## config.mk

```make
export PLATFORM = sky130hd
export DESIGN_NAME = uart_rx
export DESIGN_NICKNAME = d
export VERILOG_FILES = /design/src/rtl/uart_rx.sv
export SDC_FILE = /design/constraint.sdc
export NUM_CORES = 1
export LEC_CHECK = 0
export ABC_AREA = 1
export BUFFER_PORTS_ARGS = -buffer_cell sky130_fd_sc_hd__buf_4
export CORE_ASPECT_RATIO = 1.2
export CORE_MARGIN = 5
export CORE_UTILIZATION = 60
export CTS_CLUSTER_SIZE = 12
export DETAILED_ROUTE_END_ITERATION = 8
export PLACE_DENSITY_LB_ADDON = 0.2
export SLEW_MARGIN = 20
export SYNTH_ARGS = -nofsm -noshare
export SYNTH_HDL_FRONTEND = slang
export SYNTH_SLANG_ARGS = --single-unit
```

## constraint.sdc

```tcl
create_clock -name clk -period 3.6 [get_ports clk]
set_input_delay 0.36 -clock clk [delete_from_list [all_inputs] [get_ports clk]]
set_output_delay 0.36 -clock clk [all_outputs]
set_load 0.01 [all_outputs]
```

## src/rtl/uart_rx.sv

```systemverilog
// uart_rx: 8N1 serial receiver for the DSO host link.
// Synchronizes the asynchronous RX line, qualifies the start bit at half a bit
// period, samples data and stop bits at mid-bit and presents one byte at a time
// with a ready flag, a one-cycle frame-error pulse and a sticky overrun flag.
module uart_rx #(
  parameter int CLKS_PER_BIT = 44
) (
  input  logic       clk,
  input  logic       rst,
  input  logic       RX,
  input  logic       clr_rdy,
  output logic [7:0] rx_data,
  output logic       rdy,
  output logic       frame_err,
  output logic       overrun
);

  localparam int HALF_BIT = CLKS_PER_BIT / 2;
  localparam int CW       = $clog2(CLKS_PER_BIT);

  localparam logic [CW-1:0] HALF_LAST = CW'(HALF_BIT - 1);
  localparam logic [CW-1:0] BIT_LAST  = CW'(CLKS_PER_BIT - 1);

  typedef enum logic [1:0] {
    IDLE  = 2'd0,
    START = 2'd1,
    DATA  = 2'd2,
    STOP  = 2'd3
  } state_t;

  state_t          state_q;
  logic [CW-1:0]   baud_cnt_q;
  logic [2:0]      bit_cnt_q;
  logic [7:0]      shift_q;
  logic [7:0]      rx_data_q;
  logic            rdy_q;
  logic            frame_err_q;
  logic            overrun_q;

  // Two-flop synchronizer plus one history flop for falling-edge detection.
  logic rx_m_q;
  logic rx_s_q;
  logic rx_p_q;
  logic fall;

  assign fall = ~rx_s_q & rx_p_q;

  // Synchronizer chain; idles high so reset never looks like a start edge.
  // NOTE: sequential state always uses non-blocking (<=) so every flop samples
  // the pre-edge value of its neighbours; blocking here would collapse the chain.
  always_ff @(posedge clk or posedge rst) begin
    if (rst) begin
      rx_m_q <= 1'b1;
      rx_s_q <= 1'b1;
      rx_p_q <= 1'b1;
    end else begin
      rx_m_q <= RX;
      rx_s_q <= rx_m_q;
      rx_p_q <= rx_s_q;
    end
  end

  // Receive FSM with its datapath and registered outputs.
  always_ff @(posedge clk or posedge rst) begin
    if (rst) begin
      state_q     <= IDLE;
      baud_cnt_q  <= '0;
      bit_cnt_q   <= '0;
      shift_q     <= '0;
      rx_data_q   <= 8'h00;
      rdy_q       <= 1'b0;
      frame_err_q <= 1'b0;
      overrun_q   <= 1'b0;
    end else begin
      // NOTE: defaults first, so frame_err_q is a single-cycle pulse and every
      // path through the case leaves each register with a defined next value.
      frame_err_q <= 1'b0;
      baud_cnt_q  <= baud_cnt_q + 1'b1;

      // Consumer acknowledge; a good stop bit below overrides this on the same edge.
      if (clr_rdy && rdy_q) begin
        rdy_q     <= 1'b0;
        overrun_q <= 1'b0;
      end

      case (state_q)
        IDLE: begin
          if (fall) begin
            state_q    <= START;
            baud_cnt_q <= '0;
          end
        end

        START: begin
          if (baud_cnt_q == HALF_LAST) begin
            baud_cnt_q <= '0;
            bit_cnt_q  <= '0;
            // A high line at mid start bit was a glitch: drop back silently.
            state_q    <= rx_s_q ? IDLE : DATA;
          end
        end

        DATA: begin
          if (baud_cnt_q == BIT_LAST) begin
            baud_cnt_q <= '0;
            shift_q    <= {rx_s_q, shift_q[7:1]};
            bit_cnt_q  <= bit_cnt_q + 3'd1;
            if (bit_cnt_q == 3'd7) begin
              state_q <= STOP;
            end
          end
        end

        STOP: begin
          if (baud_cnt_q == BIT_LAST) begin
            // Returning to IDLE mid stop bit lets a back-to-back start edge be caught.
            baud_cnt_q <= '0;
            state_q    <= IDLE;
            if (rx_s_q) begin
              rx_data_q <= shift_q;
              rdy_q     <= 1'b1;
              if (rdy_q) begin
                overrun_q <= 1'b1;
              end
            end else begin
              frame_err_q <= 1'b1;
            end
          end
        end

        default: begin
          state_q    <= IDLE;
          baud_cnt_q <= '0;
        end
      endcase
    end
  end

  assign rx_data   = rx_data_q;
  assign rdy       = rdy_q;
  assign frame_err = frame_err_q;
  assign overrun   = overrun_q;

endmodule

```

==> key figures, run 1 <==
Synthesis
  – FF+latch count, synth: 33
  – Largest family of logic cells by synthesized area: simple AND/OR/NAND/NOR gates
  – Synthesis Warnings: 0
  – Post-Synth Adder-Cell Area: around 3.5%
  – Avg Inst Size Synth: 9.64 um2
  – Synth Area in XOR/XNOR: between 1 and 1.5%
  – Netlist Area Pre-Place: 1450 um2
  – Synthesized Nets: roughly 160
  – Simple-gate area share of the yosys netlist: roughly a fifth
  – Post-Syn Instances: 150
  – Synth unique cells: 22
  – Sequential share of the synthesized area: around 57%
  – Post-synthesis mux area share: 0%
  – Synth Area in Compound Gates: 10.6%

Detailed routing
  – Pre-antenna DRT Iters: 4
  – DR vias: between 1000 and 1500
  – DR WL/cell: around 12 um
  – Vias per inst: slightly above 5
  – DR iter-0 viols: just over 40
  – Post-route DRC: 0
  – Antenna-violating nets left: 0
  – Total Routed Length: 2.40 mm

Floorplanning
  – I/O Pins: 15
  – Die area: between 3000 and 4000 um2
  – Die Width: 54.8 um
  – Die height: 63.8 um
  – Core ar.: 2310 um2
  – FP Rows: 19
  – Initial Utilization: 62.7%

Cells and area
  – Layout cell share with drive strength beyond 1: 23.1%
  – Layout area overhead: 12.8%
  – NumNets Final: 177
  – N_diodes: 0
  – Core Util, Final: 70.8%
  – Most frequent cells in the layout: 34 x nand2_1, 30 x dfrtp_1, 24 x inv_1, 15 x buf_4
  – Most common cell after layout, fill and taps aside: nand2_1
  – Final std cells w/o fill: 200

Critical path
  – Cells on worst reg2reg path: 6
  – Flop-to-flop setup slack: 1.88 ns
  – Crit. End Element: flop
  – Worst Path Arrival: 1.91 ns
  – RR Endpoint: bit_cnt_q[0]
  – Worst setup SP type: flop
  – CP Data Required Time: 3.79 ns
  – Setup CP Type: flop to flop
  – Crit-path max FO: 20
  – R2r startpoint: baud_cnt_q[0]

Global route
  – Vias in the first global route: 1046
  – Grt met3 use: 6.98%
  – Overflow after GRT: 0
  – Gr usage total: between 10% and 20%
  – Antenna violations before repair: 0
  – Met1 capacity usage during global routing: 19.3%
  – Largest net degree at the start of global routing: 22
  – Met2 Usage GRT: 30.5%
  – Busiest metal layer after global routing: met2
  – First-pass GRT wire length: around 4.5 mm

Hold path
  – Worst hold start: RX
  – Worst Hold End: rx_m_q
  – Hold depth: 1
  – Hold Crit Class: primary input to flop

Clocking
  – Clk buf depth: 2
  – CTS Root Cell: clkbuf_4
  – Post-CTS Setup Repair Bufs: 0
  – Resized Gates After CTS: 0
  – Hold buffer count at cts: 0
  – CTS tree: done
  – Num Clock Sinks: 33
  – CTS buffer count: 5
  – Clock latency on the worst-skew pair: between 0.3 and 0.4 ns
  – H-tree levels: 2
  – CTS clk-pin slew, worst paths: 0.09 ns

Timing
  – Final WS setup: 1.88 ns
  – Final setup viols: 0
  – Clock Skew: 0.00680 ns
  – Final Cycle Share: 47.8%
  – Unrepaired setup endpoints after global routing: no
  – Final Critical Period: 1.72 ns
  – Setup Total Neg Slack: 0 ns
  – Final hold violation count: 0
  – Rel. slew slack: 49.3%
  – Slew Limit Fails: 0
  – Worst Tran Pin Value: 0.760 ns
  – Achievable Freq: between 500 and 600 MHz

Status
  – Status: finished, final reports clean

Power and ir drop
  – Leak: roughly 0.80 nW
  – Peak VDD IR: 0.402 mV
  – Cell Pwr Density: 494 nW/um2

Placement
  – Number of I/O port buffers: 14
  – Final GP Congestion: roughly 0.96
  – HPWL after DPL: about 1.8 mm
  – Place WS: ~1.9 ns
  – Inst Count DP: about 190

Flow run
  – Max Cap Violations: 0
## state kept, by name, indices dropped and copies added (netlist names), named ones only
name	count
rdy	1
baud_cnt_q	6
rx_m_q	1
rx_data	8
bit_cnt_q	3
rx_s_q	1
frame_err	1
rx_p_q	1
overrun	1
shift_q	8
state_q	1
## worst max-delay path by stage
stage                     cells past startpoint          start  slack, ns           end
final                                         6  baud_cnt_q[0]       1.88  bit_cnt_q[0]
after global routing                          6  baud_cnt_q[0]       1.72    shift_q[4]
after CTS                                     6  baud_cnt_q[0]       1.89  bit_cnt_q[0]
after detailed placement                      6  baud_cnt_q[0]       1.90  bit_cnt_q[0]
after global placement                        6  baud_cnt_q[0]       1.96  bit_cnt_q[0]
after floorplan                               7  baud_cnt_q[0]       2.28  bit_cnt_q[0]
## per-layer routing
| metal | routed length (um) | part of all wire, % |
|---|---|---|
| met5 | 0 | 0 |
| met4 | 48 | 2.0 |
| met3 | 109 | 4.5 |
| met2 | 1270 | 53 |
| met1 | 980 | 41 |
## cell families after synthesis
| kind of cell | Yosys count |
|---|---|
| adders and majority gates | 4 |
| AOI/OAI and AO/OA | 23 |
| xor gates and xnor gates | 2 |
| and+or+nand+nor | 61 |
| buffers and inverters | 27 |
| DFF | 33 |
## metrics by stage
| step | total power (W) | hold WS (ns) | cell area, um2 |
|---|---|---|---|
| after floorplan | 0.000570 | 0.345 | 1450 |
| after global placement | 0.000596 | 0.346 | 1580 |
| after detailed placement | 0.000608 | 0.348 | 1580 |
| after CTS | 0.000817 | 0.119 | 1630 |
| after global routing | 0.000867 | 0.104 | 1630 |
| final | 0.000806 | 0.140 | 1630 |
## final cells by class
type | instances | area [um2]
flip-flops and latches | 33 | 830
repair buffers | 15 | 113
clock buffers | 7 | 55.1
fillers | 192 | 674
multi-input cells | 90 | 505
well taps | 31 | 38.8
inverters | 24 | 90.1
## worst max-delay path: stages (launching register included)
cell	delay, ns
dfrtp_1	0.40
ha_1	0.20
nand2_1	0.11
nor2_4	0.21
nand2_1	0.39
nand3_1	0.21
o21ai_1	0.08
## power by group
group | switching, W | internal [W] | leakage [nW] | total [W]
registers | 0.0000407 | 0.000409 | 0.440 | 0.000450
logic | 0.0000961 | 0.0000574 | 0.328 | 0.000154
clock network | 0.000111 | 0.0000921 | 0.0314 | 0.000203
## cells in the mapped netlist (all sizes together)
| library cell | n | area (um2) |
|---|---|---|
| a21oi | 3 | 18.8 |
| buf | 3 | 21.3 |
| dfrtp | 30 | 751 |
| dfstp | 3 | 78.8 |
| ha | 4 | 50.1 |
| inv | 24 | 90.1 |
| nand2 | 34 | 128 |
| nand3 | 12 | 77.6 |
| nand4 | 4 | 25.0 |
| nor2 | 9 | 43.8 |
| nor3 | 1 | 5.00 |
| o21ai | 20 | 134 |
| or2 | 1 | 6.26 |
| xor2 | 2 | 17.5 |
Note: power is estimated with default switching activity, not from simulation.
==> run 2: changes to the inputs <==
CORE_UTILIZATION = 56   (was 60)
clock period = 1.7 ns   (was 3.6 ns; I/O delays follow)
==> key figures, run 2 (synthesis results as in run 1) <==
Status
  – Status: finished, final reports clean

Cells and area
  – Most frequent cells in the layout: 34 x nand2_1, 30 x dfrtp_1, 24 x inv_1, 16 x buf_4
  – N_diodes: 0 (unchanged)
  – Layout cell share with drive strength beyond 1: 22.5% (-0.53 points)
  – FILL cells: 224 (+17%)
  – Layout area overhead: 14.4%
  – Most common cell after layout, fill and taps aside: nand2_1
  – NumNets Final: 180 (+1.7%)

Critical path
  – Crit. End Element: flop
  – Crit-path max FO: 16 (-20%)
  – Setup CP Type: flop to flop
  – CP Data Required Time: 1.91 ns (-1.88 ns)
  – Worst setup SP type: flop
  – Worst Path Arrival: 1.75 ns (-0.16 ns)
  – Flop-to-flop setup slack: 0.16 ns (-1.72 ns)

Global route
  – Gr usage total: 16.3% (-1.9 points)
  – Vias in the first global route: 1116 (+6.7%)
  – First-pass GRT wire length: 4.57 mm (+2.3%)
  – Overflow after GRT: 0 (unchanged)
  – Largest net degree at the start of global routing: 34 (+55%)
  – Antenna violations before repair: 0 (unchanged)

Placement
  – Number of I/O port buffers: 14 (unchanged)
  – HPWL after DPL: 1.81 mm (+2.7%)
  – Place WS: 0.171 ns (-1.73 ns)
  – Final GP Congestion: 0.866 (-10%)

Timing
  – Setup Total Neg Slack: 0 ns (unchanged)
  – Final Critical Period: 1.54 ns (-0.179 ns)
  – Final Cycle Share: 90.6% (+43 points)
  – Slew Limit Fails: 0 (unchanged)
  – Clock Skew: 0.00840 ns (+0.00160 ns)
  – Worst Tran Pin Value: 0.406 ns (-0.354 ns)
  – Unrepaired setup endpoints after global routing: no
  – Final WS setup: 0.159 ns (-1.72 ns)
  – Final hold violation count: 0 (unchanged)
  – Final setup viols: 0 (unchanged)
  – Achievable Freq: 649 MHz (+12%)
  – Rel. slew slack: 73.0% (+24 points)

Power and ir drop
  – Clock power share: 24.1% (-1.1 points)
  – Register share of total power: 56.4% (+0.6 points)
  – Peak VDD IR: 0.915 mV (+130%)
  – Sw Pwr: 0.000523 W (+110%)
  – Switch share: 31.1% (+0.41 points)
  – Leak: 0.807 nW (+0.96%)
  – Cell Pwr Density: 1020 nW/um2 (+110%)
  – Comb power frac: 19.5% (+0.5 points)
  – Int Pwr: 0.00116 W (+110%)

Clocking
  – CTS tree: done
  – Post-CTS Setup Repair Bufs: 0 (unchanged)
  – H-tree levels: 2 (unchanged)
  – CTS buffer count: 5 (unchanged)
  – Clock latency on the worst-skew pair: 0.33 ns (about the same)
  – Resized Gates After CTS: 0 (unchanged)
  – Hold buffer count at cts: 2 (+2)
  – Clk buf depth: 2 (unchanged)
  – CTS Root Cell: clkbuf_4
  – Num Clock Sinks: 33 (unchanged)
  – CTS clk-pin slew, worst paths: 0.10 ns (about the same)

Detailed routing
  – DR iter-0 viols: 42 (+2.4%)
  – Pre-antenna DRT Iters: 4 (unchanged)
  – DR vias: 1023 (-1.4%)
  – DR WL/cell: 11.8 um (-2.0%)
  – Antenna-violating nets left: 0 (unchanged)
  – Total Routed Length: 2.43 mm (+0.92%)
  – Vias per inst: 4.97 (-4.2%)
  – Post-route DRC: 0 (unchanged)

Floorplanning
  – Die height: 65.7 um (+3.0%)
  – Die Width: 56.4 um (+2.9%)
  – Core ar.: 2500 um2 (+8.5%)
  – FP Rows: 20 (+1)
  – I/O Pins: 15 (unchanged)
  – Die area: 3700 um2 (+5.9%)
  – Initial Utilization: 57.8% (-4.9 points)

Flow run
  – Max Cap Violations: 0 (unchanged)

Hold path
  – Hold Crit Class: primary input to flop
run 2: area by class of cell:
type	instances	area, um2	share of cell area [%]
Tap cell	33	41.3	2.49
Clock buffer	8	48.8	2.95
Inverter	24	90.1	5.44
Sequential cell	33	830	50.1
Multi-Input combinational cell	90	505	30.5
Timing Repair Buffer	18	140	8.47
run 2: power by group through the flow:
stage	Combinational [W]	Sequential (W)	Clock, W
after floorplan	0.000260	0.000947	0
after detailed placement	0.000328	0.000964	0
after global placement	0.000314	0.000957	0
after CTS	0.000333	0.000949	0.000426
final	0.000328	0.000948	0.000405
after global routing	0.000387	0.000964	0.000472
run 2: through the flow:
step / std cells / util (%) / hold WS (ns) / area [um2] / power [W]
6_report: 206 / 66.1 / 0.0397 / 1660 / 0.00168
5_1_grt: 206 / 66.1 / 0.0306 / 1660 / 0.00182
3_5_place_dp: 196 / 63.4 / 0.280 / 1590 / 0.00129
2_1_floorplan: 150 / - / 0.174 / 1450 / 0.00121
3_3_place_gp: 196 / 63.4 / 0.278 / 1590 / 0.00127
4_1_cts: 206 / 66.1 / 0.0251 / 1660 / 0.00171
run 2: final timing paths:
check                         startpoint         end  cells past startpoint
min reg2reg                       rx_m_q      rx_s_q                      0
max in group asynchronous            rst      rx_s_q                      4
min                              clr_rdy         rdy                      2
max                        baud_cnt_q[0]  shift_q[6]                      7
max reg2reg                baud_cnt_q[0]  shift_q[6]                      7
min in group asynchronous            rst         rdy                      4
run 2: metal layers:
metal  track usage, %  share of wire [%]  wire length (um)
met4             11.0                3.4                82
met3             4.13                3.9                95
met1             17.0                 43              1040
met5                0                  0                 0
met2             28.8                 50              1210
run 2: worst max-delay path, stage by stage (launching register included):
cell and delay, ns:
dfrtp_1 0.41, ha_1 0.21, nand2_1 0.11, nor2_4 0.21, nand2_1 0.15, buf_4 0.21, nand2_1 0.06, o21ai_1 0.06
